File: src/rtl/acc_pkg.sv
// acc_pkg: shared types and constants for the accelerator datapath.
//   FFLAGS_WIDTH   width of the IEEE sticky flag vector {NV,DZ,OF,UF,NX}
//   ACC_ROB_DEPTH  default number of in-flight FPU operations
//   tag_t          FPU tag type for the default ROB depth
//   rob_entry_t    one reorder-buffer slot at the default data/address widths
package acc_pkg;

    localparam int FFLAGS_WIDTH       = 5;
    localparam int ACC_ROB_DEPTH      = 4;
    localparam int ACC_TAG_WIDTH      = $clog2(ACC_ROB_DEPTH);
    localparam int ACC_DATA_WIDTH     = 32;
    localparam int ACC_REG_ADDR_WIDTH = 5;

    typedef logic [ACC_TAG_WIDTH-1:0] tag_t;

    typedef struct packed {
        logic                          valid;
        logic                          done;
        logic                          wb;
        logic [ACC_REG_ADDR_WIDTH-1:0] waddr;
        logic [ACC_DATA_WIDTH-1:0]     data;
        logic [FFLAGS_WIDTH-1:0]       status;
    } rob_entry_t;

endpackage

File: src/rtl/acc_rob_dispatch.sv
// acc_rob_dispatch: tag-based dispatch to the FPU with an in-order retire stage.
//   Each issued operation takes the ROB slot at tail and uses that index as its
//   FPU tag. Completions land in their slot in any order; the head slot retires
//   to the regfile write port (or just drops, for flag-only ops) once done.
// Ports:
//   clk_i, rst_ni                      clock, async active-low reset
//   req_*                              request from the controller
//   fpu_valid_o/ready_i/payload_o/tag_o/flush_o   FPU input side
//   fpu_out_valid_i/ready_o/result_i/status_i/tag_i  FPU output side
//   wb_valid_o/ready_i/addr_o/data_o   regfile write port
//   fflags_o, fflags_clr_i             sticky exception flags and clear
//   flush_i                            discard everything in flight
//   count_o, busy_o                    occupancy
module acc_rob_dispatch
    import acc_pkg::*;
#(
    parameter int DATA_WIDTH     = 32,
    parameter int REQ_WIDTH      = 128,
    parameter int REG_ADDR_WIDTH = 5,
    parameter int DEPTH          = ACC_ROB_DEPTH,
    parameter int TAG_WIDTH      = $clog2(DEPTH),
    parameter int CNT_WIDTH      = $clog2(DEPTH + 1)
) (
    input  logic                      clk_i,
    input  logic                      rst_ni,
    input  logic                      req_valid_i,
    output logic                      req_ready_o,
    input  logic [REQ_WIDTH-1:0]      req_payload_i,
    input  logic [REG_ADDR_WIDTH-1:0] req_waddr_i,
    input  logic                      req_wb_i,
    output logic                      fpu_valid_o,
    input  logic                      fpu_ready_i,
    output logic [REQ_WIDTH-1:0]      fpu_payload_o,
    output logic [TAG_WIDTH-1:0]      fpu_tag_o,
    output logic                      fpu_flush_o,
    input  logic                      fpu_out_valid_i,
    output logic                      fpu_out_ready_o,
    input  logic [DATA_WIDTH-1:0]     fpu_result_i,
    input  logic [FFLAGS_WIDTH-1:0]   fpu_status_i,
    input  logic [TAG_WIDTH-1:0]      fpu_tag_i,
    output logic                      wb_valid_o,
    input  logic                      wb_ready_i,
    output logic [REG_ADDR_WIDTH-1:0] wb_addr_o,
    output logic [DATA_WIDTH-1:0]     wb_data_o,
    output logic [FFLAGS_WIDTH-1:0]   fflags_o,
    input  logic                      fflags_clr_i,
    input  logic                      flush_i,
    output logic [CNT_WIDTH-1:0]      count_o,
    output logic                      busy_o
);

    logic [DEPTH-1:0]          ent_valid;
    logic [DEPTH-1:0]          ent_done;
    logic [DEPTH-1:0]          ent_wb;
    logic [REG_ADDR_WIDTH-1:0] ent_waddr  [DEPTH];
    logic [DATA_WIDTH-1:0]     ent_data   [DEPTH];
    logic [FFLAGS_WIDTH-1:0]   ent_status [DEPTH];

    logic [TAG_WIDTH-1:0]      head;
    logic [TAG_WIDTH-1:0]      tail;
    logic [CNT_WIDTH-1:0]      count;
    logic [FFLAGS_WIDTH-1:0]   fflags;

    logic full;
    logic issue;
    logic comp;
    logic head_ready;
    logic pop;

    // Full is judged on registered count, so a slot freed by this cycle's
    // retire only becomes usable next cycle.
    assign full  = (count == CNT_WIDTH'(DEPTH));

    // Combinational outputs are gated by reset so that everything reads 0
    // while rst_ni is low, regardless of what the controller drives.
    assign req_ready_o     = rst_ni & fpu_ready_i & ~full & ~flush_i;
    assign fpu_valid_o     = rst_ni & req_valid_i & ~full & ~flush_i;
    assign fpu_payload_o   = rst_ni ? req_payload_i : '0;
    assign fpu_tag_o       = tail;
    assign fpu_flush_o     = rst_ni & flush_i;
    assign fpu_out_ready_o = rst_ni;

    assign issue = req_valid_i & req_ready_o;
    // Completions for empty slots, or arriving while flushing, are dropped.
    assign comp  = fpu_out_valid_i & ent_valid[fpu_tag_i] & ~flush_i;

    assign head_ready = ent_valid[head] & ent_done[head];
    assign pop        = head_ready & (~ent_wb[head] | wb_ready_i);

    assign wb_valid_o = head_ready & ent_wb[head];
    assign wb_addr_o  = ent_waddr[head];
    assign wb_data_o  = ent_data[head];

    assign fflags_o = fflags;
    assign count_o  = count;
    assign busy_o   = (count != '0);

    always_ff @(posedge clk_i or negedge rst_ni) begin
        if (!rst_ni) begin
            head      <= '0;
            tail      <= '0;
            count     <= '0;
            fflags    <= '0;
            ent_valid <= '0;
            ent_done  <= '0;
            ent_wb    <= '0;
            for (int i = 0; i < DEPTH; i++) begin
                ent_waddr[i]  <= '0;
                ent_data[i]   <= '0;
                ent_status[i] <= '0;
            end
        end else begin
            if (comp) begin
                ent_done[fpu_tag_i]   <= 1'b1;
                ent_data[fpu_tag_i]   <= fpu_result_i;
                ent_status[fpu_tag_i] <= fpu_status_i;
            end

            if (issue) begin
                ent_valid[tail] <= 1'b1;
                ent_done[tail]  <= 1'b0;
                ent_wb[tail]    <= req_wb_i;
                ent_waddr[tail] <= req_waddr_i;
                tail            <= tail + TAG_WIDTH'(1);
            end

            if (pop) begin
                ent_valid[head] <= 1'b0;
                head            <= head + TAG_WIDTH'(1);
            end

            // Clear wipes older flags but never the status retiring right now.
            fflags <= (fflags_clr_i ? '0 : fflags) | (pop ? ent_status[head] : '0);

            case ({issue, pop})
                2'b10:   count <= count + CNT_WIDTH'(1);
                2'b01:   count <= count - CNT_WIDTH'(1);
                default: count <= count;
            endcase

            // Flush overrides pointer/valid updates above; a retire in the
            // flush cycle has already taken effect on the write port and flags.
            if (flush_i) begin
                ent_valid <= '0;
                ent_done  <= '0;
                head      <= '0;
                tail      <= '0;
                count     <= '0;
            end
        end
    end

endmodule

File: config.mk
export PLATFORM = sky130hd
export DESIGN_NAME = acc_rob_dispatch
export DESIGN_NICKNAME = d
export VERILOG_FILES = /design/src/rtl/acc_pkg.sv /design/src/rtl/acc_rob_dispatch.sv
export SDC_FILE = /design/constraint.sdc
export NUM_CORES = 1
export LEC_CHECK = 0
export BUFFER_PORTS_ARGS = -buffer_cell sky130_fd_sc_hd__buf_4
export CORE_MARGIN = 2
export CORE_UTILIZATION = 50
export CTS_CLUSTER_DIAMETER = 150
export CTS_CLUSTER_SIZE = 12
export DETAILED_ROUTE_END_ITERATION = 10
export GPL_ROUTABILITY_DRIVEN = 0
export PLACE_DENSITY = 0.81
export SLEW_MARGIN = 15
export SYNTH_ARGS = -nofsm -noshare
export SYNTH_HDL_FRONTEND = slang
export SYNTH_SLANG_ARGS = --single-unit
File: constraint.sdc
create_clock -name clk_i -period 4.3 [get_ports clk_i]
set_input_delay 0.215 -clock clk_i [delete_from_list [all_inputs] [get_ports clk_i]]
set_output_delay 0.215 -clock clk_i [all_outputs]
set_load 0.02 [all_outputs]
==> flow_summary.yaml, run 1 <==
die:
  fp.dieW_um: 142.2
  fp.dieH_um: 142.2
  io_pins: 362
  dieArea_um2: 20210
  fp-row-count: 50
  start_util_pct: 51.02
  core_area_um2: 18710
drt:
  viasPerCell: 5.735
  drc: 0
  drtIter0Drc: 650
  drt-wirelength-per-cell_um: 27.14
  dr.pass1.iters: 5
  vias: 7398
  detail-route-antenna-nets: 0
  wirelength_mm: 35.01
clock_network:
  numCtsBuffers: 17
  cts_sinks: 192
  cts_root_buf: "clkbuf_16"
  insertion_delay_ns: 0.44
  htreeDepth: 4
  cts_buffer_depth: 2
  cts.clk_slew.worst_paths_ns: 0.08
  post_cts_resize_count: 0
  cts_tree: "yes"
power:
  power_density_nw_per_um2: 321.5
  leakagePower_nw: 6.675
  ir_drop_v: 0.0003271
worst_setup_path:
  crit_chain: "dlygate4sd3_1, buf_8, nand4b_1, nor2_1, buf_4, nor2_1, fa_1, nor2b_1, o21ai_0, a211oi_1, a311o_1"
  startpoint_type: "primary input"
  crit_top_cell: "nor2_1"
  r2r-end: "count_o[1]"
  startpoint: "rst_ni"
  crit_fanout: 83
  slowest_delay_ns: 0.56
  worstSetupEndpoint: "count_o[1]"
  r2r_setup_slack_ns: 1.62
  arrival_ns: 3.06
  cp.required_ns: 4.62
  reg2reg_from: "head[0]"
  cp-end-kind: "register"
  worst-r2r-cell-count: 9
  crit_slowest_cell: "dlygate4sd3_1"
  worstSetupPathType: "primary input to register"
global_route:
  antenna_found_initial: 19
  grt_max_degree: 180
  grt_pass1_vias: 7449
  grt_first_pass_wirelength_mm: 50.54
  grt-ovfl-total: 0
  grt_usage_pct: 35.58
logic_synthesis:
  syn_area_per_cell_um2: 13.97
  synthTopCellsByArea: "dfrtp_1 50%, mux2_2 18%, mux4_2 11%"
  synth_ff_type: "dfrtp_1"
  synth_seq_cells: 192
  async_flop_share_pct: 100.0
  ys_warn_count: 0
  synth_most_common_cell: "dfrtp_1"
  synth_commonest_cells: "192 x dfrtp_1, 153 x mux2_2, 136 x and2_1, 45 x mux4_2"
  synth_edf_count: 0
  yosysTopAreaCell: "dfrtp_1"
  syn_area_um2: 9543
  ys_types: 44
  synth_top_area_share_pct: 50.35
  synth_cells: 683
  yosysSeqAreaShare_pct: 50.35
  synth_fp_nets: 873
flow_run:
  max_cap_violations: 0
sta:
  max_slew.worst_pin.slew_ns: 0.9294
  timing.final.crit_share_pct: 63.85
  hold_violations: 0
  min_period_ns: 2.746
  drv_slew: 0
  finalSetupTns_ns: 0
  slew_headroom_pct: 38.04
  finalSetupViolations: 0
  maxClockFrequency_mhz: 364.2
  rsz0062_at_grt: "false"
  clock-skew-final_ns: 0.01365
  whs_ns: 0.03010
cells_and_area:
  fillers: 1326
  multi_input_area_um2: 4498
  design_area_um2: 13080
  drive_gt1_share_pct: 60.44
  layoutNonFillerInstCount: 1290
  areaGrowthSynthToFinish_pct: 37.04
  fin_nets: 1221
  seq_area_um2: 4807
  utilization_pct: 69.91
placed_design:
  dp.cells: 1245
  portBuffers: 361
  postPlaceCellArea_um2: 12440
  hpwl_mm: 27.23
worst_hold_path:
  hp-class: "primary input to register"
run_status:
  status: "completed"
[power breakdown]
part / switching (mW) / leakage (nW) / internal, mW
clock network: 0.795 / 0.279 / 0.782
registers: 0.0350 / 2.65 / 1.87
logic: 0.362 / 3.74 / 0.364
[critical path, delay by kind of cell]
kind / cells / cell delay [ns]
AOI/OAI and AO/OA: 3 / 0.50
adders and majority gates: 1 / 0.43
buffers and inverters: 3 / 1.19
and+or+nand+nor: 4 / 0.71
[sequential cells by signal (all words and copies together) (netlist names)]
name and count:
ent_valid 4, ent_waddr 20, fpu_tag_o 2, fflags_o 5, ent_status 20, ent_wb 4, count_o 3, head 2
ent_data 128, ent_done 4
[metrics by stage]
stage                     total power, mW  worst slack, ns
after floorplan                     2.253            1.704
after global placement              2.645            1.726
after CTS                           4.220            1.589
after detailed placement            2.657            1.660
final                               4.204            1.554
after global routing                4.340            1.347
[layout make-up]
| class | count | area share, % |
|---|---|---|
| flip-flops and latches | 192 | 36.76 |
| well taps | 234 | 2.239 |
| inverters | 8 | 0.2679 |
| multi-input cells | 439 | 34.40 |
| diodes | 12 | 0.2296 |
| repair buffers | 373 | 21.58 |
| clock buffers | 17 | 3.253 |
| clock inverters | 15 | 1.272 |
[kinds of logic (layout without fill, tap and decap cells)]
| group | after synthesis | in the layout | share of synthesized area (%) |
|---|---|---|---|
| adders and majority gates | 9 | 9 | 1.259 |
| muxes | 218 | 218 | 31.77 |
| and+or+nand+nor | 178 | 178 | 11.35 |
| AOI/OAI and AO/OA | 34 | 34 | 2.531 |
| buffers and inverters | 52 | 413 | 2.740 |
| other | 0 | 12 | 0 |
| DFF | 192 | 192 | 50.35 |
[worst min path at each step]
stage	startpoint	to	slack [ns]	cells past startpoint
after floorplan	rst_ni	count_o[0]	-0.08	0
after global placement	rst_ni	ent_data[38]	0.19	1
after detailed placement	rst_ni	ent_data[88]	0.19	1
after CTS	fpu_result_i[13]	ent_data[109]	0.02	2
after global routing	fpu_result_i[0]	ent_data[96]	0.02	2
final	fpu_result_i[13]	ent_data[109]	0.03	2
[layout by cell type (no fill, tap or decap), types with 7 or more instances in the layout]
cell type	Yosys	layout
buf_4	2	370
dfrtp_1	192	190
mux2_2	153	153
and2_1	136	136
mux4_2	45	45
mux2_4	19	19
clkbuf_16	0	17
nand2_1	14	14
diode_2	0	12
a21oi_1	9	9
ha_1	8	8
inv_1	7	7
[metal layers]
layer | GRT usage (%) | wire (µm)
met2 | 54.44 | 16290
met3 | 16.69 | 4466
met5 | 0 | 102
met4 | 13.63 | 949
met1 | 44.23 | 13210
[timing repair]
item | in CTS | in global routing
hold buffers | 1 | 0
endpoints found under the hold margin | 38 | 0
setup buffers | 0 | 0
No activity file was read; power rests on OpenSTA's default activity.
==> run 2: changes to the inputs <==
clock period = 2.88 ns   (was 4.3 ns; I/O delays follow)
==> flow_summary.yaml, run 2 (same netlist as run 1, synthesis figures left out) <==
worst_setup_path:
  r2r_setup_slack_ns: 0.30
  path_buf_inv: 1
  reg2reg_from: "head[0]"
  startpoint_type: "register"
  r2r-end: "count_o[1]"
  arrival_ns: 2.89
  slowest_delay_ns: 0.60
  cp.required_ns: 3.19
  crit_fanout: 7
  critPathTopFamily: "multiplexers"
  worst-r2r-cell-count: 9
  worstSetupPathType: "register to register"
  cp-end-kind: "register"
  crit_chain: "inv_1, mux4_2, nand2_1, nor2_1, fa_1, nor2b_1, o21ai_0, a211oi_1, a311o_1"
  crit_slowest_cell: "mux4_2"
clock_network:
  insertion_delay_ns: 0.43
  numCtsBuffers: 17
  post_cts_buffers: 0
  cts_buffer_depth: 2
  cts.clk_slew.worst_paths_ns: 0.08
  cts_sinks: 192
  htreeDepth: 4
  cts_tree: "yes"
  cts_root_buf: "clkbuf_16"
cells_and_area:
  mostFrequentLayoutCell: "buf_4"
  top_regs: "ent_data x128, ent_status x20, ent_waddr x20"
  drive_gt1_share_pct: 58.17
  fillers: 1291
  largest_reg_flops: 128
  fin_nets: 1267
  largest-register: "ent_data"
  areaGrowthSynthToFinish_pct: 42.02
  most-common-layout-cells: "372 x buf_4, 190 x dfrtp_1, 153 x mux2_2"
placed_design:
  portBuffers: 361
  hpwl_mm: 27.73
  dp_slack_ns: 0.3421
sta:
  clock-skew-final_ns: 0.01465
  rsz0062_at_grt: "false"
  min_period_ns: 2.579
  finalSetupTns_ns: 0
  timing.final.crit_share_pct: 89.54
  hold_violations: 0
  max_slew.worst_pin.slew_ns: 0.7993
  drv_slew: 0
  maxClockFrequency_mhz: 387.8
  worst_slack_ns: 0.3013
  slew_headroom_pct: 46.71
  whs_ns: 0.04525
  finalSetupViolations: 0
die:
  fp.dieW_um: 142.2
  core_area_um2: 18710
  dieArea_um2: 20210
  start_util_pct: 51.02
  fp-row-count: 50
  fp.dieH_um: 142.2
  io_pins: 362
drt:
  wirelength_mm: 36.57
  detail-route-antenna-nets: 0
  viasPerCell: 5.674
  vias: 7575
  drt-wirelength-per-cell_um: 27.39
  dr.pass1.iters: 5
  drc: 0
  drtIter0Drc: 645
worst_hold_path:
  hp-class: "primary input to register"
  hold_path_end: "head[1]"
  hold_depth: 2
  holdCritStartpoint: "flush_i"
power:
  power_density_nw_per_um2: 473.6
  ir_drop_v: 0.0004809
  leakagePower_nw: 6.882
  power_mw: 6.418
global_route:
  grt-ovfl-total: 0
  grt_max_degree: 182
  grt_usage_pct: 36.71
  grt_pass1_vias: 7760
  grt_first_pass_wirelength_mm: 52.56
  antenna_found_initial: 10
run_status:
  status: "completed"
flow_run:
  max_cap_violations: 0
## run 2: changes by cell type in the layout (fill, tap and decap cells not counted), sizes merged
cell / delta
inv: +3
clkinvlp: -2
buf: +3
dlygate4sd3: +43
diode: -1
clkinv: -2
clkbuf: +1
## run 2: report_power, final
group	internal (mW)	switching [mW]
clock	1.21	1.22
sequential	2.79	0.0553
combinational	0.586	0.559
## run 2: metal layers
metal  vias up  part of all wire, %  wire, µm  GRT usage, %
met2       385                   48     17430         59.17
met3        42                   11      4189         14.50
met5         -                0.044        16             0
met4         2                  2.2       808         9.105
li1       3235                    -         -             -
met1      3911                   39     14120         46.93
## run 2: area by class of cell
type / instances / area (µm²) / area share, %
sequential: 192 / 4807 / 35.47
inverter: 8 / 35.03 / 0.2585
antenna: 11 / 27.53 / 0.2031
clock buffer: 18 / 439.2 / 3.240
timing repair buffer: 419 / 3288 / 24.26
multi-input combinational: 439 / 4492 / 33.14
tap: 234 / 292.8 / 2.160
clock inverter: 14 / 171.4 / 1.265
## run 2: worst register-to-register path, delay by kind of cell (launching register included)
family	cells	cell delay, ns
AOI/OAI and AO/OA	3	0.50
adders and majority gates	1	0.42
buffers and inverters	1	0.11
DFF	1	0.44
muxes	1	0.60
and+or+nand+nor	3	0.39
## run 2: repair_timing
| action | CTS | global route |
|---|---|---|
| gates resized for setup | 0 | 0 |
| hold endpoints to repair | 180 | 0 |
| hold buffers | 44 | 0 |
## run 2: per-stage QoR
stage / std cells / area, µm² / utilization (%)
after CTS: 1324 / 13530 / 72.31
after global routing: 1327 / 13530 / 72.35
after global placement: 1248 / 12470 / 66.69
after floorplan: 683 / 9543 / -
after detailed placement: 1248 / 12470 / 66.69
final: 1335 / 13550 / 72.45
## run 2: worst max path at each step
stage / start / to / slack (ns) / cells past startpoint
after floorplan: head[0] / count_o[1] / 0.28 / 10
after global placement: head[0] / count_o[1] / 0.37 / 9
after detailed placement: head[0] / count_o[1] / 0.34 / 9
after CTS: head[0] / count_o[1] / 0.33 / 9
after global routing: head[0] / count_o[1] / 0.17 / 9
final: head[0] / count_o[1] / 0.30 / 9
